`config.mk`:
```
export PLATFORM = sky130hd
export DESIGN_NAME = bexkat_video_timing_flat
export DESIGN_NICKNAME = d
export VERILOG_FILES = /design/src/rtl/bexkat_video_timing_pkg.sv /design/src/rtl/bexkat_video_timing_if.sv /design/src/rtl/bexkat_video_timing_ce_gen.sv /design/src/rtl/bexkat_video_timing.sv /design/src/flat_wrapper.sv
export SDC_FILE = /design/constraint.sdc
export NUM_CORES = 1
export LEC_CHECK = 0
export CAP_MARGIN = 30
export CORE_ASPECT_RATIO = 0.5
export CORE_MARGIN = 4
export CORE_UTILIZATION = 51
export DETAILED_ROUTE_END_ITERATION = 16
export HOLD_SLACK_MARGIN = 0.03
export PLACE_DENSITY = 0.85
export SLEW_MARGIN = 20
export SYNTH_ARGS = -nofsm -noshare
export SYNTH_HDL_FRONTEND = slang
export SYNTH_SLANG_ARGS = --single-unit
```
`constraint.sdc`:
```
create_clock -name clk -period 4.19 [get_ports clk]
set_input_delay 0.419 -clock clk [delete_from_list [all_inputs] [get_ports clk]]
set_output_delay 0.419 -clock clk [all_outputs]
set_load 0.03 [all_outputs]
```
`src/rtl/bexkat_video_timing_pkg.sv`:
```
// Shared raster defaults, video mode type and mode-dependent line arithmetic
// for the bexkat timing generator and its consumers.
package bexkat_video_pkg;

    localparam int HPOS_W = 9;
    localparam int VPOS_W = 10;

    localparam int CE_DIV_DEF     = 8;
    localparam int H_ACT_DEF      = 320;
    localparam int H_SS_DEF       = 336;
    localparam int H_SW_DEF       = 32;
    localparam int H_TOT_DEF      = 384;
    localparam int V_ACT_DEF      = 240;
    localparam int V_NTSC_TOT_DEF = 262;
    localparam int V_NTSC_VS_DEF  = 244;
    localparam int V_PAL_TOT_DEF  = 312;
    localparam int V_PAL_VS_DEF   = 270;
    localparam int V_SW_DEF       = 3;

    typedef struct packed {
        logic pal;
        logic sd;
    } vmode_t;

    // Scandoubled output runs every 15 kHz line twice, so vertical values double.
    function automatic logic [VPOS_W-1:0] scale(int lines, logic sd);
        return sd ? VPOS_W'(lines * 2) : VPOS_W'(lines);
    endfunction

    function automatic logic [VPOS_W-1:0] vtot(vmode_t m, int ntsc_tot, int pal_tot);
        return scale(m.pal ? pal_tot : ntsc_tot, m.sd);
    endfunction

endpackage

```
`src/rtl/bexkat_video_timing_if.sv`:
```
// Raster timing bundle between the timing generator (master) and the pixel
// stage (slave); mode selects flow toward the generator.
interface bexkat_video_timing_if;
    import bexkat_video_pkg::*;

    logic              pal;
    logic              scandouble;
    logic              ce_pix;
    logic [HPOS_W-1:0] hpos;
    logic [VPOS_W-1:0] vpos;
    logic              de;
    logic              HBlank;
    logic              HSync;
    logic              VBlank;
    logic              VSync;
    logic              line_start;
    logic              frame_start;

    modport master (
        input  pal, scandouble,
        output ce_pix, hpos, vpos, de, HBlank, HSync, VBlank, VSync,
               line_start, frame_start
    );

    modport slave (
        output pal, scandouble,
        input  ce_pix, hpos, vpos, de, HBlank, HSync, VBlank, VSync,
               line_start, frame_start
    );

endinterface

```
`src/rtl/bexkat_video_timing_ce_gen.sv`:
```
// Pixel clock-enable divider: tick marks the last clk of a pixel period,
// ce_pix is the registered one-clk pulse that follows it.
module bexkat_ce_gen #(
    parameter int CE_DIV = 8
) (
    input  logic clk,
    input  logic reset,
    input  logic sd,
    input  logic reload,
    output logic tick,
    output logic ce_pix
);
    localparam int CNT_W = $clog2(CE_DIV);

    logic [CNT_W-1:0] cnt_p1;
    logic [CNT_W-1:0] last_p0;

    assign last_p0 = sd ? CNT_W'(CE_DIV / 2 - 1) : CNT_W'(CE_DIV - 1);
    assign tick    = (cnt_p1 == last_p0);

    // Stage p1: count restarts at every pixel and on a mode switch.
    always_ff @(posedge clk or posedge reset) begin
        if (reset) begin
            cnt_p1 <= '0;
            ce_pix <= 1'b0;
        end else begin
            ce_pix <= tick;
            if (tick || reload) begin
                cnt_p1 <= '0;
            end else begin
                cnt_p1 <= cnt_p1 + CNT_W'(1);
            end
        end
    end

endmodule

```
`src/rtl/bexkat_video_timing.sv`:
```
// Raster timing generator: beam counters, blank/sync/de decode and the
// per-frame mode latch, all registered together with ce_pix.
module bexkat_video_timing
    import bexkat_video_pkg::*;
#(
    parameter int CE_DIV   = CE_DIV_DEF,
    parameter int H_ACT    = H_ACT_DEF,
    parameter int H_SS     = H_SS_DEF,
    parameter int H_SW     = H_SW_DEF,
    parameter int H_TOT    = H_TOT_DEF,
    parameter int V_ACT    = V_ACT_DEF,
    parameter int NTSC_TOT = V_NTSC_TOT_DEF,
    parameter int NTSC_VS  = V_NTSC_VS_DEF,
    parameter int PAL_TOT  = V_PAL_TOT_DEF,
    parameter int PAL_VS   = V_PAL_VS_DEF,
    parameter int V_SW     = V_SW_DEF
) (
    input  logic                  clk,
    input  logic                  reset,
    bexkat_video_timing_if.master vid
);
    vmode_t            mode_p0, mode_p1;
    logic              tick, ce_pix;
    logic              h_wrap, v_wrap;
    logic [HPOS_W-1:0] hpos_p0, hpos_p1;
    logic [VPOS_W-1:0] vpos_p0, vpos_p1;
    logic [VPOS_W-1:0] vtot_p1, vact_p0, vs_p0, vsw_p0;
    logic              de_p1, hblank_p1, hsync_p1, vblank_p1, vsync_p1;
    logic              line_start_p1, frame_start_p1;

    bexkat_ce_gen #(.CE_DIV(CE_DIV)) u_ce_gen (
        .clk    (clk),
        .reset  (reset),
        .sd     (mode_p1.sd),
        .reload (tick && v_wrap),
        .tick   (tick),
        .ce_pix (ce_pix)
    );

    assign vtot_p1 = vtot(mode_p1, NTSC_TOT, PAL_TOT);
    assign h_wrap  = (hpos_p1 == HPOS_W'(H_TOT - 1));
    assign v_wrap  = h_wrap && (vpos_p1 == vtot_p1 - VPOS_W'(1));

    // Stage p0: next beam position and the mode that applies to it. Decode
    // uses the incoming mode so the first line of a new frame is already right.
    always_comb begin
        hpos_p0 = h_wrap ? '0 : hpos_p1 + HPOS_W'(1);
        vpos_p0 = vpos_p1;
        if (v_wrap) begin
            vpos_p0 = '0;
        end else if (h_wrap) begin
            vpos_p0 = vpos_p1 + VPOS_W'(1);
        end
        mode_p0 = mode_p1;
        if (v_wrap) begin
            mode_p0.pal = vid.pal;
            mode_p0.sd  = vid.scandouble;
        end
        vact_p0 = scale(V_ACT, mode_p0.sd);
        vs_p0   = scale(mode_p0.pal ? PAL_VS : NTSC_VS, mode_p0.sd);
        vsw_p0  = scale(V_SW, mode_p0.sd);
    end

    // Stage p1: everything moves on the same edge that raises ce_pix.
    always_ff @(posedge clk or posedge reset) begin
        if (reset) begin
            mode_p1        <= '0;
            hpos_p1        <= '0;
            vpos_p1        <= '0;
            de_p1          <= 1'b0;
            hblank_p1      <= 1'b0;
            hsync_p1       <= 1'b0;
            vblank_p1      <= 1'b0;
            vsync_p1       <= 1'b0;
            line_start_p1  <= 1'b0;
            frame_start_p1 <= 1'b0;
        end else if (tick) begin
            mode_p1        <= mode_p0;
            hpos_p1        <= hpos_p0;
            vpos_p1        <= vpos_p0;
            de_p1          <= (hpos_p0 < HPOS_W'(H_ACT)) && (vpos_p0 < vact_p0);
            hblank_p1      <= (hpos_p0 >= HPOS_W'(H_ACT));
            hsync_p1       <= (hpos_p0 >= HPOS_W'(H_SS)) &&
                              (hpos_p0 < HPOS_W'(H_SS + H_SW));
            vblank_p1      <= (vpos_p0 >= vact_p0);
            vsync_p1       <= (vpos_p0 >= vs_p0) && (vpos_p0 < vs_p0 + vsw_p0);
            line_start_p1  <= h_wrap;
            frame_start_p1 <= v_wrap;
        end else begin
            line_start_p1  <= 1'b0;
            frame_start_p1 <= 1'b0;
        end
    end

    assign vid.ce_pix      = ce_pix;
    assign vid.hpos        = hpos_p1;
    assign vid.vpos        = vpos_p1;
    assign vid.de          = de_p1;
    assign vid.HBlank      = hblank_p1;
    assign vid.HSync       = hsync_p1;
    assign vid.VBlank      = vblank_p1;
    assign vid.VSync       = vsync_p1;
    assign vid.line_start  = line_start_p1;
    assign vid.frame_start = frame_start_p1;

endmodule

```
`src/flat_wrapper.sv`:
```
// flat-port wrapper written by rule: the top's interface ports become plain ports
module bexkat_video_timing_flat import bexkat_video_pkg::*;
#(
    parameter int CE_DIV   = CE_DIV_DEF,
    parameter int H_ACT    = H_ACT_DEF,
    parameter int H_SS     = H_SS_DEF,
    parameter int H_SW     = H_SW_DEF,
    parameter int H_TOT    = H_TOT_DEF,
    parameter int V_ACT    = V_ACT_DEF,
    parameter int NTSC_TOT = V_NTSC_TOT_DEF,
    parameter int NTSC_VS  = V_NTSC_VS_DEF,
    parameter int PAL_TOT  = V_PAL_TOT_DEF,
    parameter int PAL_VS   = V_PAL_VS_DEF,
    parameter int V_SW     = V_SW_DEF
)
  (clk, reset, vid_pal, vid_scandouble, vid_ce_pix, vid_hpos, vid_vpos, vid_de, vid_HBlank, vid_HSync, vid_VBlank, vid_VSync, vid_line_start, vid_frame_start);
  bexkat_video_timing_if vid_i ();
  input  logic clk;
  input  logic reset;
  input wire logic [$bits(vid_i.pal)-1:0] vid_pal;
  input wire logic [$bits(vid_i.scandouble)-1:0] vid_scandouble;
  output wire logic [$bits(vid_i.ce_pix)-1:0] vid_ce_pix;
  output wire logic [$bits(vid_i.hpos)-1:0] vid_hpos;
  output wire logic [$bits(vid_i.vpos)-1:0] vid_vpos;
  output wire logic [$bits(vid_i.de)-1:0] vid_de;
  output wire logic [$bits(vid_i.HBlank)-1:0] vid_HBlank;
  output wire logic [$bits(vid_i.HSync)-1:0] vid_HSync;
  output wire logic [$bits(vid_i.VBlank)-1:0] vid_VBlank;
  output wire logic [$bits(vid_i.VSync)-1:0] vid_VSync;
  output wire logic [$bits(vid_i.line_start)-1:0] vid_line_start;
  output wire logic [$bits(vid_i.frame_start)-1:0] vid_frame_start;
  assign vid_i.pal = vid_pal;
  assign vid_i.scandouble = vid_scandouble;
  assign vid_ce_pix = vid_i.ce_pix;
  assign vid_hpos = vid_i.hpos;
  assign vid_vpos = vid_i.vpos;
  assign vid_de = vid_i.de;
  assign vid_HBlank = vid_i.HBlank;
  assign vid_HSync = vid_i.HSync;
  assign vid_VBlank = vid_i.VBlank;
  assign vid_VSync = vid_i.VSync;
  assign vid_line_start = vid_i.line_start;
  assign vid_frame_start = vid_i.frame_start;
  bexkat_video_timing #(.CE_DIV(CE_DIV), .H_ACT(H_ACT), .H_SS(H_SS), .H_SW(H_SW), .H_TOT(H_TOT), .V_ACT(V_ACT), .NTSC_TOT(NTSC_TOT), .NTSC_VS(NTSC_VS), .PAL_TOT(PAL_TOT), .PAL_VS(PAL_VS), .V_SW(V_SW)) u_core (.clk(clk), .reset(reset), .vid(vid_i));
endmodule
```
## Word level (Yosys, flattened, before mapping)

Cells that the tools add are included.

- Logic and storage cells: 49
- Input port bits: 4
- Register bits after elaboration: 32

- Add/sub/neg operators: 5
- Equality and inequality tests: 3
- Magnitude comparators: 8
- Multiplexer cells: 14
- Reductions and logical operators: 6

Operator list:

| cell | count |
|---|---|
| 10-bit two-way mux | 4 |
| 9-bit two-way mux | 3 |
| 10-bit >= comparator | 2 |
| 10-bit < comparator | 2 |
| 9-bit >= comparator (second input constant) | 2 |
| 9-bit < comparator (second input constant) | 2 |
| 10-bit by 1-bit adder with 10-bit output (second input constant) | 1 |
| 10-bit adder | 1 |
| 10-bit == test | 1 |
| 10-bit by 1-bit subtractor with 10-bit output (second input constant) | 1 |
| 9-bit by 1-bit adder with 9-bit output (second input constant) | 1 |
| 9-bit == test (second input constant) | 1 |
| 3-bit two-way mux | 3 |
| 6-bit two-way mux | 1 |
| 1-bit logical AND | 5 |
| 3-bit by 1-bit adder with 3-bit output (second input constant) | 1 |
| 3-bit == test | 1 |
| 1-bit two-way mux | 2 |
| 2-bit two-way mux | 1 |
| 1-bit logical OR | 1 |

## Longest topological paths before layout

Gate-level depths: netlist of the first run.

- Word-level depth: 11
- Depth in mapped cells: 19

## Modules after synthesis

A second synthesis of the first run with hierarchy kept.

- Cell total of the unflattened synthesis: 301
- Area, all modules: 2688.8 µm²

Modules (own cells, without submodules):

| module | instances | area an instance (µm²) | seq. area each (µm²) | cells an instance |
|---|---|---|---|---|
| bexkat_video_timing | 1 | 2514.9 | 700.7 | 287 |
| bexkat_ce_gen | 1 | 173.9 | 100.1 | 14 |

## Least setup slack after synthesis of the first run

OpenSTA, ideal clock, no wires.

- Path type: reg-to-reg
- Start point: reg u_core.mode_p1[0] (netlist bit)
- End point: reg u_core.vsync_p1 (netlist: u_core.vid.VSync)
- Arrival: 4.016 ns
- Clock period less this slack: 4.111 ns
- Buffers on the path: 2
- Data required time: 4.095 ns
- Setup slack: 0.079 ns
- Stages on the path, launching flop included: 19
- Setup time: 0.095 ns
- Cells stage by stage: dfrtp_1 -> ha_1 -> nor3b_2 -> xnor2_1 -> mux2_4 -> and2_1 -> buf_2 -> buf_2 -> o21ai_1 -> inv_1 -> ha_1 -> inv_1 -> ha_1 -> and3_1 -> a221oi_1 -> nor2_1 -> a2111oi_0 -> nand2_1 -> o31ai_1

RTL lines:

| item | line | text |
|---|---|---|
| from (decl) | bexkat_video_timing.sv:22 | `vmode_t mode_p0, mode_p1;` |
| from (signal assigned) | bexkat_video_timing.sv:78 | `mode_p1 <= mode_p0;` |
| to (signal assigned) | bexkat_video_timing.sv:86 | `vsync_p1 <= (vpos_p0 >= vs_p0) && (vpos_p0 < vs_p0 + vsw_p0);` |
| to (decl) | bexkat_video_timing.sv:28 | `logic de_p1, hblank_p1, hsync_p1, vblank_p1, vsync_p1;` |

==> summary.txt, run 1 <==
Logic synthesis
  – Fraction of registers with async set/reset: 1.000
  – EDFF count, synth: 0
  – Netlist cell types: 54
  – Synthesized cell area: 0.002698 mm²
  – Syn avg cell area: 8.564 µm²
  – Synth warn: 0
  – Yosys reg bits: 32
  – Net count after synthesis: 352
  – Top FF cell, synth: dfrtp_1
  – Post-synthesis sequential area ratio: 0.2968
  – Cells after synthesis: 315

Drt
  – Vias per inst: 6.193
  – DR vias: 2595
  – WL per Instance: 18.20 µm
  – Antenna viol nets, final: 0
  – Post-Route WL: 7.626 mm
  – # DRC: 0
  – Starting DRT DRC Count: 297
  – 1st-pass router iterations: 5

GRT
  – Initial antenna violation count: 0
  – Pin count of the biggest net entering global routing: 31
  – GRT Overall Usage: 0.2304
  – Total gr overflow: 0
  – Global-route wire length before repair: 12.12 mm
  – GR peak layer: met2
  – Met2 Use GR: 0.3940
  – Vias in the first global route: 2515
  – Global-route met1 utilization: 0.2964
  – Met3 usage: 0.04995

Clock tree
  – Clk slew on worst S/H paths: 0.08 ns
  – H-tree Lvls: 2
  – TritonCTS clock tree: done
  – Hold buffer count at cts: 0
  – Sink Count: 32
  – Longest Clk Path Bufs: 2
  – Clk root buf: clkbuf_8
  – Worst-skew pair later-pin latency: 0.29 ns
  – Total clock buffers created by CTS: 5

Setup path
  – Crit-path cells: inv_2 -> ha_1 -> xnor2_2 -> xnor2_1 -> nor4_2 -> buf_4 -> a31o_2 -> a21oi_1 -> inv_1 -> ha_1 -> ha_1 -> and3_1 -> a221oi_1 -> nor2_1 -> a2111oi_2 -> nand2_1 -> o31ai_1
  – Critical Path Start Type: flip-flop
  – Crit Path Class: flip-flop to flip-flop
  – Most numerous cell on the critical path: ha_1
  – CP delay by family, top: compound AO/OA/AOI/OAI gates
  – Critical Path End Type: flip-flop
  – Worst EP arrival: 4.19 ns
  – Slowest cell delay on critical path: 0.47 ns
  – Buf/Inv on CP: 3
  – Required @ worst endpoint: 4.39 ns
  – Worst path slowest cell: dfrtp_2
  – R2R Setup Slk: 0.21 ns
  – Critical Path Fanout Max: 8

STA
  – Final Max Tran Viols: 0
  – Setup violations, final: 0
  – Min Clock Period, post-route: 3.984 ns
  – Relative slew slack: 0.6387
  – Max Fclk: 251.0 MHz
  – Final setup margin: 0.2055 ns
  – Tightest Pin Transition: 0.5373 ns
  – TNS Setup: 0 ns
  – Fin crit share: 0.9509
  – Final hold vios: 0
  – Final hold slack: 0.4077 ns
  – Final clock skew: 0.01286 ns

Power and ir drop
  – Cell internal pwr: 0.0005245 W
  – Clk pwr share: 0.508
  – IR drop worst, VDD: 0.1370 mV
  – Leak: 1.505 nW
  – Sw frac: 0.2007
  – Combinational Power Share: 0.022
  – NetSw: 0.0001317 W
  – Register share of total power: 0.470
  – Power Density: 199.2 mW/mm²

Cells and area
  – Most frequent cells in the layout: 33 x ha_1, 30 x clkdlybuf4s50_1, 29 x dfrtp_1
  – Fin nets: 385
  – Commonest non-fill, non-tap cell in the layout: ha_1
  – Layout cell share with drive strength beyond 1: 0.1232
  – Finished Layout Cells: 419
  – ANT cells: 0
  – Synth-to-Final Area Change: 22.12%

Die
  – Die Y: 59.43 µm
  – Die Width: 110.9 µm
  – IO Pins: 31
  – Core Area: 0.005022 mm²
  – Die ar.: 0.006588 mm²
  – Initial Utilization: 0.5371
  – # rows: 18

Placed design
  – GPL Wtd Cong: 0.9277
  – Final HPWL from detailed placement: 5.555 mm
  – DP Cell Count: 407
  – Port bufs: 30
  – DP Worst Slack: 0.05283 ns

Run status
  – Status: complete, no violations

Flow run
  – Max_cap viols: 0

Worst hold path
  – Hold Path Class: primary input to asynchronous set/reset pin
[power groups by stage]
stage	Sequential (W)	Combinational (W)	Clock, W
global route	0.000309	0.0000163	0.000347
detailed placement	0.000315	0.0000115	0
CTS	0.000309	0.0000116	0.000335
floorplan	0.000315	0.00000478	0
finish	0.000309	0.0000145	0.000333
global placement	0.000315	0.0000108	0
[timing repair]
action	4_1_cts	5_1_grt
gates resized for setup	0	9
endpoints found under the setup margin	0	1
setup buffers	0	2
[metal layers]
metal | routed length (µm) | vias to the layer above
li1 | - | 1207
met1 | 3373 | 1254
met2 | 3615 | 118
met3 | 540 | 16
met4 | 97 | 0
met5 | 0 | -
[state kept, by name, summed over array words and instances, names as in the netlist]
register / flops
u_core.vid.hpos: 9
u_core.vid.frame_start: 1
u_core.u_ce_gen.cnt_p1: 3
u_core.vid.VSync: 1
u_core.vid.vpos: 10
u_core.vid.line_start: 1
u_core.vid.de: 1
u_core.u_ce_gen.ce_pix: 1
u_core.vid.HSync: 1
u_core.vid.HBlank: 1
u_core.mode_p1: 2
u_core.vid.VBlank: 1
[area by class of cell]
class	instances	area, µm²
multi-input cells	248	1775
inverters	16	60.06
well taps	70	87.58
flip-flops and latches	32	804.5
clock inverters	1	30.03
clock buffers	7	96.34
fillers	412	1728
repair buffers	45	440.4
[through the flow]
step	cell area [µm²]	total power, W	util
after floorplan	2698	0.0003195	-
after global placement	3085	0.0003255	0.6144
after detailed placement	3085	0.0003262	0.6144
after CTS	3212	0.0006551	0.6395
after global routing	3294	0.0006723	0.6560
final	3294	0.0006562	0.6560
[final timing paths]
check | startpoint | end | cells past startpoint
max in group asynchronous | reset | u_core.mode_p1[0] | 4
setup reg to reg | u_core.mode_p1[0] | u_core.vid.VSync | 17
setup / recovery | u_core.mode_p1[0] | u_core.vid.VSync | 17
min in group clk | u_core.u_ce_gen.cnt_p1[0] | u_core.u_ce_gen.cnt_p1[0] | 1
hold reg to reg | u_core.u_ce_gen.cnt_p1[0] | u_core.u_ce_gen.cnt_p1[0] | 1
hold / removal | reset | u_core.vid.vpos[3] | 2
[worst register-to-register path: cells and delay by family (launching register included)]
family | cells | cell delay, ns
fa+ha+maj | 3 | 0.89
simple gates | 4 | 0.45
xor+xnor | 2 | 0.39
buf+inv | 3 | 0.38
flops | 1 | 0.47
compound gates | 5 | 1.33
[cell usage after synthesis (2+ instances only)]
master	number	share of area
a21o_1	4	0.011
or4_1	2	0.0056
nand3_1	12	0.022
o31ai_2	2	0.0093
a31o_2	2	0.0065
o21bai_1	3	0.0083
and3_1	3	0.0070
xor2_1	10	0.032
a32oi_1	2	0.0065
and2_1	2	0.0046
o21ai_0	17	0.032
ha_1	33	0.15
inv_1	14	0.019
nand4b_1	3	0.0097
a21oi_1	24	0.045
dfrtp_1	32	0.30
nor2b_1	4	0.0093
nand3b_1	2	0.0056
inv_2	2	0.0028
xnor2_1	10	0.032
or2_1	2	0.0046
or3_1	4	0.0093
nand2_1	23	0.032
nor3_1	9	0.017
nand4_1	10	0.023
mux2_2	3	0.013
nand2b_1	5	0.012
o31ai_1	6	0.017
a211oi_1	2	0.0056
buf_2	9	0.017
o21ai_1	6	0.011
clkbuf_1	10	0.014
nor2_1	20	0.028
mux2i_1	3	0.011
[cells by family (layout without fill, tap and decap cells)]
kind of cell    count (synthesis)  in the layout  share of synthesized area
mux                             8              8                    0.03339
flops                          32             32                     0.2968
fa+ha+maj                      33             33                     0.1531
buf+inv                        35             69                    0.05288
xor+xnor                       20             20                    0.06493
simple gates                  106            106                     0.2078
compound gates                 81             81                     0.1911
No activity file was read; power rests on OpenSTA's default activity.
==> inputs of run 2 (changes only) <==
SKIP_LAST_GASP = 1   (was unset)
TNS_END_PERCENT = 10   (was unset)
==> results of run 2 <==
The final DEF is identical to that of run 1; final timing and power are the same.
